`src/rtl/rcu.sv`:
```
// rcu -- USB receiver control unit.
// Moore FSM that sequences packet reception: waits for line activity,
// validates the sync byte, strobes each received data byte into the FIFO,
// and tracks end-of-packet and error recovery.
// Optional feature: define RCU_BYTE_CNT_EN to add a saturating 7-bit
// byte_count output that counts bytes stored in the current packet.
module rcu (
   input  logic       clk,
   input  logic       n_rst,
   input  logic       d_edge,
   input  logic       eop,
   input  logic       shift_enable,
   input  logic       byte_received,
   input  logic [7:0] rcv_data,
   output logic       rcving,
   output logic       w_enable,
   output logic       r_error
`ifdef RCU_BYTE_CNT_EN
   ,
   output logic [6:0] byte_count
`endif
);

   typedef enum logic [3:0] {
      IDLE     = 4'd0,
      SYNC_RCV = 4'd1,
      CHK_SYNC = 4'd2,
      RCV_BYTE = 4'd3,
      STORE    = 4'd4,
      EOP_WAIT = 4'd5,
      ERR      = 4'd6,
      ERR_EOP  = 4'd7,
      EIDLE    = 4'd8
   } state_t;

   state_t state_r;
   state_t next_state_s;
   logic   partial_r;
   logic   eop_se_s;
   logic   rcving_s;
   logic   w_enable_s;
   logic   r_error_s;

   // An EOP only counts when it is seen on a bit-sample strobe.
   assign eop_se_s = eop & shift_enable;

   // State register.
   always_ff @(posedge clk or negedge n_rst) begin
      if (!n_rst) begin
         state_r <= IDLE;
      end else begin
         state_r <= next_state_s;
      end
   end

   // Next-state logic; byte_received is tested before EOP so a byte
   // completing on the EOP sample is still stored.
   always_comb begin
      next_state_s = state_r;
      case (state_r)
         IDLE: begin
            if (d_edge) next_state_s = SYNC_RCV;
            else        next_state_s = IDLE;
         end
         SYNC_RCV: begin
            if (byte_received) next_state_s = CHK_SYNC;
            else if (eop_se_s) next_state_s = ERR;
            else               next_state_s = SYNC_RCV;
         end
         CHK_SYNC: begin
            if (rcv_data == 8'h80) next_state_s = RCV_BYTE;
            else                   next_state_s = ERR;
         end
         RCV_BYTE: begin
            if (byte_received)              next_state_s = STORE;
            else if (eop_se_s && !partial_r) next_state_s = EOP_WAIT;
            else if (eop_se_s)              next_state_s = ERR;
            else                            next_state_s = RCV_BYTE;
         end
         STORE: begin
            next_state_s = RCV_BYTE;
         end
         EOP_WAIT: begin
            if (d_edge) next_state_s = IDLE;
            else        next_state_s = EOP_WAIT;
         end
         ERR: begin
            if (eop_se_s) next_state_s = ERR_EOP;
            else          next_state_s = ERR;
         end
         ERR_EOP: begin
            if (d_edge) next_state_s = EIDLE;
            else        next_state_s = ERR_EOP;
         end
         EIDLE: begin
            if (d_edge) next_state_s = SYNC_RCV;
            else        next_state_s = EIDLE;
         end
         default: begin
            next_state_s = IDLE;
         end
      endcase
   end

   // Output decode of the state being entered, so the registered outputs
   // line up exactly with state_r.
   always_comb begin
      rcving_s   = 1'b0;
      w_enable_s = 1'b0;
      r_error_s  = 1'b0;
      case (next_state_s)
         IDLE: begin
            rcving_s = 1'b0;
         end
         SYNC_RCV, CHK_SYNC, RCV_BYTE, EOP_WAIT: begin
            rcving_s = 1'b1;
         end
         STORE: begin
            rcving_s   = 1'b1;
            w_enable_s = 1'b1;
         end
         ERR, ERR_EOP: begin
            rcving_s  = 1'b1;
            r_error_s = 1'b1;
         end
         EIDLE: begin
            r_error_s = 1'b1;
         end
         default: begin
            rcving_s = 1'b0;
         end
      endcase
   end

   // Output registers; reset clears them without waiting for a clock.
   always_ff @(posedge clk or negedge n_rst) begin
      if (!n_rst) begin
         rcving   <= 1'b0;
         w_enable <= 1'b0;
         r_error  <= 1'b0;
      end else begin
         rcving   <= rcving_s;
         w_enable <= w_enable_s;
         r_error  <= r_error_s;
      end
   end

   // Partial-bit flag: marks a data byte that has started shifting, so an
   // EOP mid-byte is an error while an EOP on a byte boundary is not.
   always_ff @(posedge clk or negedge n_rst) begin
      if (!n_rst) begin
         partial_r <= 1'b0;
      end else if ((next_state_s == RCV_BYTE) && (state_r != RCV_BYTE)) begin
         partial_r <= 1'b0;
      end else if ((state_r == RCV_BYTE) && shift_enable) begin
         partial_r <= 1'b1;
      end else begin
         partial_r <= partial_r;
      end
   end

`ifdef RCU_BYTE_CNT_EN
   // Per-packet stored-byte counter, cleared when a packet starts and held
   // after it ends so it can be read back while idle.
   always_ff @(posedge clk or negedge n_rst) begin
      if (!n_rst) begin
         byte_count <= 7'd0;
      end else if ((next_state_s == SYNC_RCV) && (state_r != SYNC_RCV)) begin
         byte_count <= 7'd0;
      end else if ((state_r == STORE) && (byte_count != 7'd127)) begin
         byte_count <= byte_count + 7'd1;
      end else begin
         byte_count <= byte_count;
      end
   end
`endif

endmodule
```
`config.mk`:
```
export PLATFORM = sky130hd
export DESIGN_NAME = rcu
export DESIGN_NICKNAME = d
export VERILOG_FILES = /design/src/rtl/rcu.sv
export SDC_FILE = /design/constraint.sdc
export NUM_CORES = 1
export LEC_CHECK = 0
export ABC_AREA = 1
export CAP_MARGIN = 20
export CORE_UTILIZATION = 45
export CTS_CLUSTER_SIZE = 28
export DETAILED_ROUTE_END_ITERATION = 10
export MAX_ROUTING_LAYER = met4
export PLACE_DENSITY = 0.76
export SETUP_SLACK_MARGIN = 0.5
export SLEW_MARGIN = 0
export SYNTH_ARGS = -nofsm -noshare
export SYNTH_HDL_FRONTEND = slang
export SYNTH_SLANG_ARGS = --single-unit
```
`constraint.sdc`:
```
create_clock -name clk -period 1.6 [get_ports clk]
set_input_delay 0.4 -clock clk [delete_from_list [all_inputs] [get_ports clk]]
set_output_delay 0.4 -clock clk [all_outputs]
set_load 0.01 [all_outputs]
```
==> impl_metrics.json <==
{
  "outcome": "complete, no violations",
  "grt_first_pass_wirelength_mm": 2.30,
  "most-common-layout-cells": "sky130_fd_sc_hd__nand2_1 (19), sky130_fd_sc_hd__inv_1 (14), sky130_fd_sc_hd__dlygate4sd2_1 (9)",
  "final.fill_count": 90,
  "ys_seq_area_share_pct": 34.3,
  "detailed_route_vias_per_instance": 4.95,
  "clockPowerShare_pct": 12.4,
  "clk_latency_ns": 0.25,
  "routed-via-count": 648,
  "irDropWorstVdd_uv": 869,
  "synth.area.top_cells": "sky130_fd_sc_hd__dfrtp_1 (34%), sky130_fd_sc_hd__nand2_1 (15%), sky130_fd_sc_hd__inv_1 (13%), sky130_fd_sc_hd__nor2_1 (9.6%), sky130_fd_sc_hd__nand3_1 (7.7%)",
  "finish.net_count": 133,
  "synth_area_per_cell_sq_um": 6.28,
  "synth.lib_cells_used.distinct": 13,
  "ys_seq_elements": 8,
  "clkTransAtPathRegs_ns": 0.05,
  "wl_per_cell_um": 11.6,
  "top_layer": "met4",
  "synth_largest_area_cell": "sky130_fd_sc_hd__dfrtp_1",
  "drive_gt1_share_pct": 40.2,
  "detail_route.wirelength_mm": 1.52,
  "area_growth_pct": 52.0,
  "wl_met3_um": 37,
  "ioPinCount": 17,
  "gr-total-overflow": 0,
  "clock_tree.buffer_depth": 2,
  "gpl.final_weighted_congestion": 0.844,
  "power.combinational.fraction_pct": 57.4,
  "fin_crit_ns": 1.37,
  "number_of_drc_markers_after_the_initial_detailed_route_iteration": 13,
  "drcViolationCount": 0,
  "worst_slew_slack_as_a_fraction_of_its_limit_pct": 77.5,
  "track_usage_pct": 23.7,
  "cts_hold_bufs": 0,
  "total_die_area_sq_um": 1450,
  "r2r_setup_slack_ns": 0.23,
  "timing_worst_setup_path_type": "reg -> reg",
  "cts.root.buffer_cell": "sky130_fd_sc_hd__clkbuf_4",
  "hold_viol_final": 0,
  "antenna_found_initial": 0,
  "switching_power_of_the_nets_uw": 581,
  "final_min_period_over_clock_period_pct": 85.9,
  "postSynthNetCount": 107,
  "rsz0062_at_grt": "yes",
  "design.core.area_sq_um": 1160,
  "cp.arrival_ns": 1.55,
  "die_w_um": 38.0,
  "critical_path.startpoint_type": "register",
  "drt-met1-wl_um": 677,
  "largest_driver_fanout_on_the_critical_path": 6,
  "drt.antenna.violating_nets": 0,
  "drt_pre_antenna_iters": 4,
  "htree_num_levels": 1,
  "p_seq_share_pct": 30.3,
  "synthesis.yosys.warnings": 0,
  "initial_core_util_pct": 50.5,
  "cts_sinks": 8,
  "netlist.area_leader.share_pct": 34.3,
  "tightestPinTransition_ns": 0.336,
  "end_kind": "register",
  "routed_met2_length_um": 778,
  "final_common_cell": "sky130_fd_sc_hd__nand2_1",
  "post-route-worst-setup-slack_ns": 0.226,
  "utilization_pct": 76.8,
  "maxCapViolCount": 0,
  "sw_frac_of_total_pct": 46.8,
  "crit_required_ns": 1.78,
  "internal_power_uw": 660,
  "leakagePower_nw": 0.478,
  "report.final.slew_viol_count": 0,
  "clock_skew_ns": 0.000640,
  "timing.final.setup_violations": 0,
  "power_density_nw_per_um2": 1400,
  "detailed_place_hpwl_mm": 1.09,
  "placement.io_buffers": 16,
  "num_antenna_cells": 0,
  "synth_area_sq_um": 584,
  "first_global_vias": 585,
  "synthesis.instances": 93,
  "cts_bufs_inserted": 3,
  "tritoncts_clock_tree": "yes",
  "rows": 12,
  "die_height_um": 38.0,
  "min-delay-path-class": "in -> async",
  "max_freq_mhz": 728,
  "preCtsSetupSlack_ns": -0.161,
  "largest_net_degree_at_the_start_of_global_routing": 9
}
[power by group through the flow]
stage,clock network [mW],logic [mW],registers [mW]
after floorplan,0,0.362,0.352
after global placement,0,0.548,0.340
after detailed placement,0,0.561,0.341
after CTS,0.158,0.617,0.343
after global routing,0.175,0.767,0.385
final,0.153,0.712,0.376
[worst max-delay path: stages, from the launching register on]
cell                       delay, ns
sky130_fd_sc_hd__dfrtp_2        0.48
sky130_fd_sc_hd__nand2_4        0.11
sky130_fd_sc_hd__inv_4          0.04
sky130_fd_sc_hd__nand3_2        0.07
sky130_fd_sc_hd__nand2_1        0.06
sky130_fd_sc_hd__nand3b_1       0.19
sky130_fd_sc_hd__nor2_4         0.19
sky130_fd_sc_hd__nand2_1        0.07
sky130_fd_sc_hd__nor2_1         0.10
[through the flow]
step / hold slack, ns / instances / area (sq um) / power (mW) / setup TNS, ns
after floorplan: 0.104 / 93 / 587 / 0.713 / 0
after global placement: 0.575 / 126 / 787 / 0.888 / -0.507
after detailed placement: 0.607 / 126 / 787 / 0.901 / -0.655
after CTS: 0.429 / 130 / 842 / 1.12 / 0
after global routing: 0.444 / 131 / 888 / 1.33 / 0
final: 0.416 / 131 / 888 / 1.24 / 0
[metal layers]
layer  vias up  GRT usage, %
met2        16          42.8
met3         5          3.49
li1        330             -
met5         -             -
met4         0          8.04
met1       297          26.5
[logic make-up (layout without fill, tap and decap cells)]
family | after synthesis | after routing | synth area share [%]
AO/OA/AOI/OAI | 7 | 7 | 7.28
buffers and inverters | 21 | 45 | 13.5
flip-flops | 8 | 8 | 34.3
AND/OR/NAND/NOR | 57 | 57 | 45.0
[repair_timing]
item,in CTS,in global routing
gates resized for setup,43,17
buffers inserted,1,1
pin swaps,21,9
endpoints found under the setup margin,10,11
[layout make-up]
class / count / area, sq um / area share (%)
inverter: 21 / 83.8 / 9.44
multi-input combinational: 64 / 385 / 43.4
tap: 14 / 17.5 / 1.97
timing repair buffer: 21 / 175 / 19.7
clock buffer: 3 / 22.5 / 2.54
sequential: 8 / 204 / 23.0
[synth_stat cells]
| library cell | count |
|---|---|
| sky130_fd_sc_hd__dfrtp_1 | 8 |
| sky130_fd_sc_hd__nand2_1 | 24 |
| sky130_fd_sc_hd__nand3b_1 | 1 |
| sky130_fd_sc_hd__nor2_4 | 2 |
| sky130_fd_sc_hd__nand2_2 | 3 |
| sky130_fd_sc_hd__o21a_1 | 1 |
| sky130_fd_sc_hd__inv_1 | 21 |
| sky130_fd_sc_hd__nor2_1 | 15 |
| sky130_fd_sc_hd__o21ai_0 | 4 |
| sky130_fd_sc_hd__nand3_2 | 1 |
| sky130_fd_sc_hd__nor2_2 | 2 |
| sky130_fd_sc_hd__o211ai_1 | 2 |
| sky130_fd_sc_hd__nand3_1 | 9 |
[state kept, by name (all words and copies together) (netlist names)]
signal     flops
state_r        4
partial_r      1
r_error        1
rcving         1
w_enable       1
[path summary, 6_finish.rpt]
kind,start,endpoint,cells after the start
max in group asynchronous,n_rst,state_r[0]$_DFF_PN0_,1
min in group clk,partial_r$_DFFE_PN0P_,partial_r$_DFFE_PN0P_,4
max,state_r[1]$_DFF_PN0_,w_enable$_DFF_PN0_,8
max reg2reg,state_r[1]$_DFF_PN0_,w_enable$_DFF_PN0_,8
min,n_rst,r_error$_DFF_PN0_,1
min reg2reg,partial_r$_DFFE_PN0P_,partial_r$_DFFE_PN0P_,4
No activity file was read; power rests on OpenSTA's default activity.
==> RTL change 1 (config.mk and constraints unchanged) <==
Build with the macro `RCU_BYTE_CNT_EN` defined.
--- a/src/rtl/rcu.sv
+++ b/src/rtl/rcu.sv
@@ -4,6 +4,8 @@
 // and tracks end-of-packet and error recovery.
 // Optional feature: define RCU_BYTE_CNT_EN to add a saturating 7-bit
 // byte_count output that counts bytes stored in the current packet.
+`define RCU_BYTE_CNT_EN
+
 module rcu (
    input  logic       clk,
    input  logic       n_rst,
Function (old outputs only; new: byte_count): kept (Yosys induction, for registers that start in step).
==> RTL change 1 against the unedited design <==
The run now ends with negative setup slack left. Sequential cell count is 7 higher. Synthesized cell count is 92% higher. Power is 120% higher. Area after synthesis is 100% higher. Final area is 130% higher. Setup slack worse by 0.24 ns. Global-route usage is 4.1 points higher. Routed wire length grew to 2.8 times the old value. Highest routed layer unchanged.
==> RTL change 1: results (changes against the unedited design) <==
| Metric | Value |
|---|---|
| Status | finished with violations |
| Failing checks | negative setup slack |
| Synth Register Bits | 15 (+7) |
| R2R cell count | 10 (+2) |
| Multi-Input Combinational | 121 (+89%) |
| Share of layout cells above drive strength 1 | 59.84% (+20 points) |
| Met1 Use GR | 26.49% (about the same) |
| Iter 0 DRT Violations | 28 (+15) |
| Inst Count DP | 245 (+94%) |
| Filler cells | 160 (+78%) |
| Via count | 1399 (+120%) |
| Max_slew headroom | 77.79% (+0.26 points) |
| Post-DP Area | 1590 sq um (+100%) |
| Met3 WL | 168 um (+350%) |
| Clock Latency Late Sink | 0.32 ns (+0.07 ns) |
| Number of global-route vias before repair | 1308 (+120%) |
| Pleak | 1.110 nW (+130%) |
| First-pass GRT wire length | 5.423 mm (+140%) |
| Multi-input combinational area share | 43.55% (+0.17 points) |
| Unique cell type count in the Yosys netlist | 23 (+10) |
| Commonest cells post-synth | nand2_1, inv_1, nor2_1 |
| Tap Count | 30 (+16) |
| R2R Path End | byte_count[4] |
| GRT met3 Usage | 3.448% (-0.040 points) |
| Layout non-clock buf frac | 25.57% (+5.9 points) |
| Worst Slack Setup Final | -0.01078 ns (-0.2366 ns) |
| Synth top area share | 31.65% (-2.6 points) |
| VDD IR max | 1.278 mV (+47%) |
| Layout area overhead | 70.78% |
| Overall Global Routing Usage | 27.80% (+4.1 points) |
| Clock-cell share | 1.359% (-1.2 points) |
| Met2 Use GR | 52.92% (+10 points) |
| Inverters | 43 (+100%) |
| Clock-pin slew on the worst setup and hold paths | 0.10 ns (+0.05 ns) |
| Reg-to-reg startpoint | state_r[0] |
| Register area share after synthesis | 31.65% (-2.6 points) |
| Routed wire per std cell | 15.64 um (+35%) |
| DR WL met2 | 2.407 mm (+210%) |
| Final Setup Violations | 3 (+3) |
| Nonclk buf count | 61 (+190%) |
==> RTL change 1: cell types whose count changed in the layout (fill, tap and decap cells not counted), moves of 9 or more <==
cell     before  now
buf_4         4   29
nand2_2       7   24
buf_6         1   12
inv_1        14   24
nand2_1      19   28
nand2_4       1   10
==> RTL change 1: repair_timing <==
item	in CTS	in global routing
setup endpoints to repair	25	25
hold buffers	0	0
pin swaps	22	15
gates resized for setup	110	29
buffers inserted	18	7
==> RTL change 1: where the power goes <==
part	leakage (nW)	internal [mW]	switching (mW)	total [mW]
Clock	0.0177	0.0938	0.146	0.240
Combinational	0.900	0.815	1.03	1.85
Sequential	0.192	0.492	0.139	0.631
Total	1.11	1.40	1.32	2.72
==> RTL change 1: cells by family (layout without fill, tap and decap cells) <==
group | Yosys count | after routing | share of synthesized area, %
compound gates | 5 | 5 | 2.426
xor+xnor | 1 | 1 | 0.7385
fa+ha+maj | 1 | 1 | 1.055
buf+inv | 43 | 108 | 13.71
flops | 15 | 15 | 31.65
simple gates | 114 | 114 | 50.42
==> RTL change 2 (same settings) <==
Made on the original files. Encoding of `state_t`: now Gray code (4 bits for 9 states).
--- a/src/rtl/rcu.sv
+++ b/src/rtl/rcu.sv
@@ -22,15 +22,15 @@
 );
 
    typedef enum logic [3:0] {
-      IDLE     = 4'd0,
-      SYNC_RCV = 4'd1,
-      CHK_SYNC = 4'd2,
-      RCV_BYTE = 4'd3,
-      STORE    = 4'd4,
-      EOP_WAIT = 4'd5,
-      ERR      = 4'd6,
-      ERR_EOP  = 4'd7,
-      EIDLE    = 4'd8
+      IDLE     = 4'b0000,
+      SYNC_RCV = 4'b0001,
+      CHK_SYNC = 4'b0011,
+      RCV_BYTE = 4'b0010,
+      STORE    = 4'b0110,
+      EOP_WAIT = 4'b0111,
+      ERR      = 4'b0101,
+      ERR_EOP  = 4'b0100,
+      EIDLE    = 4'b1100
    } state_t;
 
    state_t state_r;
Formal check against the unedited RTL: same outputs for any inputs over 10 cycles, from zero or initial values and one cycle with n_rst low; not proved beyond that.
==> RTL change 2 against the unedited design <==
Clock power shrank 3%. Critical path depth grew 1. Count of clock-buffer cells in the layout is the same. Core utilization grew 4.1 points. Power grew 29%. Setup slack gained 0.028 ns. Sequential cell count is the same. Synthesized cell count shrank 5.4%. Area after synthesis grew 3.6%. Final area grew 6.8%. Routed wire length grew 1.4%. Critical endpoint is now partial_r. Highest routed layer is now met3.
==> RTL change 2: results (changes against the unedited design) <==
| Metric | Value |
|---|---|
| CP max stage cell | dlygate4sd2_1 |
| Worst-Margin Slew | 0.3462 ns (+0.01016 ns) |
| Pre-CTS WS | -0.1676 ns (-0.006620 ns) |
| Status | complete, no violations |
| Synth Area in XOR/XNOR | 0% (unchanged) |
| Drt pass-1 iters | 4 (unchanged) |
| Syn Inst Count | 88 (-5.4%) |
| Flop-to-flop setup slack | 0.28 ns (+0.05 ns) |
| Reg with most FFs | state_r |
| Number of global-route vias before repair | 636 (+8.7%) |
| Max reg flops | 4 (unchanged) |
| Initial antenna violation count | 0 (unchanged) |
| Clock Latency Late Sink | 0.25 ns (about the same) |
| Max stage delay on crit path | 0.25 ns (-0.23 ns) |
| Hold_ws | 0.4241 ns (+0.007828 ns) |
| Syn nets | 102 (-4.7%) |
| Wirelength, routed | 1.543 mm (+1.4%) |
| R2R Path End | rcving |
| Share of layout cells above drive strength 1 | 56.52% (+16 points) |
| Synth top area cells | dfrtp_1, nand2_1, nand2_2, nor2_1, nor2_2 |
| Final Wtd Congestion | 0.8110 (-3.9%) |
| Register area share after synthesis | 33.06% (-1.2 points) |
| Inst Count DP | 123 (-2.4%) |
| Commonest cells post-synth | nand2_1, nor2_1, inv_1, nand2_2, nor2_2 |
| Clock-pin slew on the worst setup and hold paths | 0.05 ns (about the same) |
| Vias/cell | 4.907 (-0.80%) |
| Fin cells | 129 (-1.5%) |
| Fraction of the mapped netlist area in adder cells | 0% (unchanged) |
| Total CTS buffers | 3 (unchanged) |
| Pleak | 0.4886 nW (+2.1%) |
| R2R cell count | 8 (unchanged) |
| Fraction of registers with async set/reset | 100.0% (unchanged) |
| CP Max Fanout | 2 (-4) |
| Iter 0 DRT Violations | 18 (+5) |
| Unique cell type count in the Yosys netlist | 16 (+3) |
| Clock Tree Buf Depth | 2 (unchanged) |
| Reg-to-reg startpoint | state_r[3] |
| Post-DP Area | 843.3 sq um (+7.2%) |
| Yosys warnings | 0 (unchanged) |
| Largest net degree at the start of global routing | 9 (unchanged) |
| NumNets Final | 131 (-1.5%) |
| Worst Hold Class | input pin to asynchronous set/reset pin |
| Compound-gate portion of the synthesized area | 5.992% (-1.3 points) |
| # H-tree levels | 1 (unchanged) |
| Max Clock Skew | 0.002377 ns (+0.001737 ns) |
| N_diodes | 0 (unchanged) |
| Overall Global Routing Usage | 26.96% (+3.2 points) |
| VDD IR max | 0.9826 mV (+13%) |
| Multiplexer area fraction after synthesis | 0% (unchanged) |
| CTS root buf | clkbuf_4 |
| HPWL after DPL | 1.166 mm (+7.0%) |
| Buffers added on ports | 16 (unchanged) |
| First-pass GRT wire length | 2.670 mm (+16%) |
==> RTL change 2: layout make-up <==
| cell class | count | area (sq um) |
|---|---|---|
| repair buffers | 24 | 190.2 |
| fillers | 87 | 222.7 |
| inverters | 14 | 55.05 |
| well taps | 14 | 17.52 |
| multi-input cells | 66 | 457.9 |
| clock buffers | 3 | 22.52 |
| flip-flops and latches | 8 | 205.2 |
==> RTL change 2: cells by family after synthesis <==
group / Yosys count
AOI/OAI and AO/OA: 5
DFF: 8
buffers and inverters: 14
and+or+nand+nor: 61
==> RTL change 2: worst max-delay path by stage <==
stage | startpoint | to | slack [ns] | cells past startpoint
final | rcv_data[1] | partial_r | 0.25 | 9
after global routing | state_r[1] | partial_r | 0.19 | 8
after CTS | state_r[2] | partial_r | 0.26 | 9
after detailed placement | rcv_data[7] | partial_r | -0.17 | 10
after global placement | rcv_data[1] | partial_r | -0.11 | 9
after floorplan | state_r[1] | partial_r | 0.41 | 10
==> RTL change 2: per-layer routing <==
layer | part of all wire [%] | vias to the layer above | track usage (%)
met5 | 0 | - | -
met4 | 0 | 0 | 0
met3 | 2.0 | 0 | 8.671
met2 | 55 | 12 | 46.67
met1 | 43 | 296 | 32.61
li1 | - | 325 | -
==> RTL change 2: critical path, delay by kind of cell <==
kind                   cells  cell delay (ns)
AND/OR/NAND/NOR            8             0.84
buffers and inverters      1             0.25
==> RTL change 2: power by group <==
part           internal (mW)  switching (mW)  leakage (nW)
combinational          0.472           0.590         0.379
sequential             0.301          0.0974        0.0956
clock                 0.0854          0.0622        0.0138
==> RTL change 2: repair_timing <==
item | CTS | global route
buffers inserted | 3 | 0
pin swaps | 23 | 6
endpoints found under the setup margin | 11 | 11
resized for setup | 44 | 7
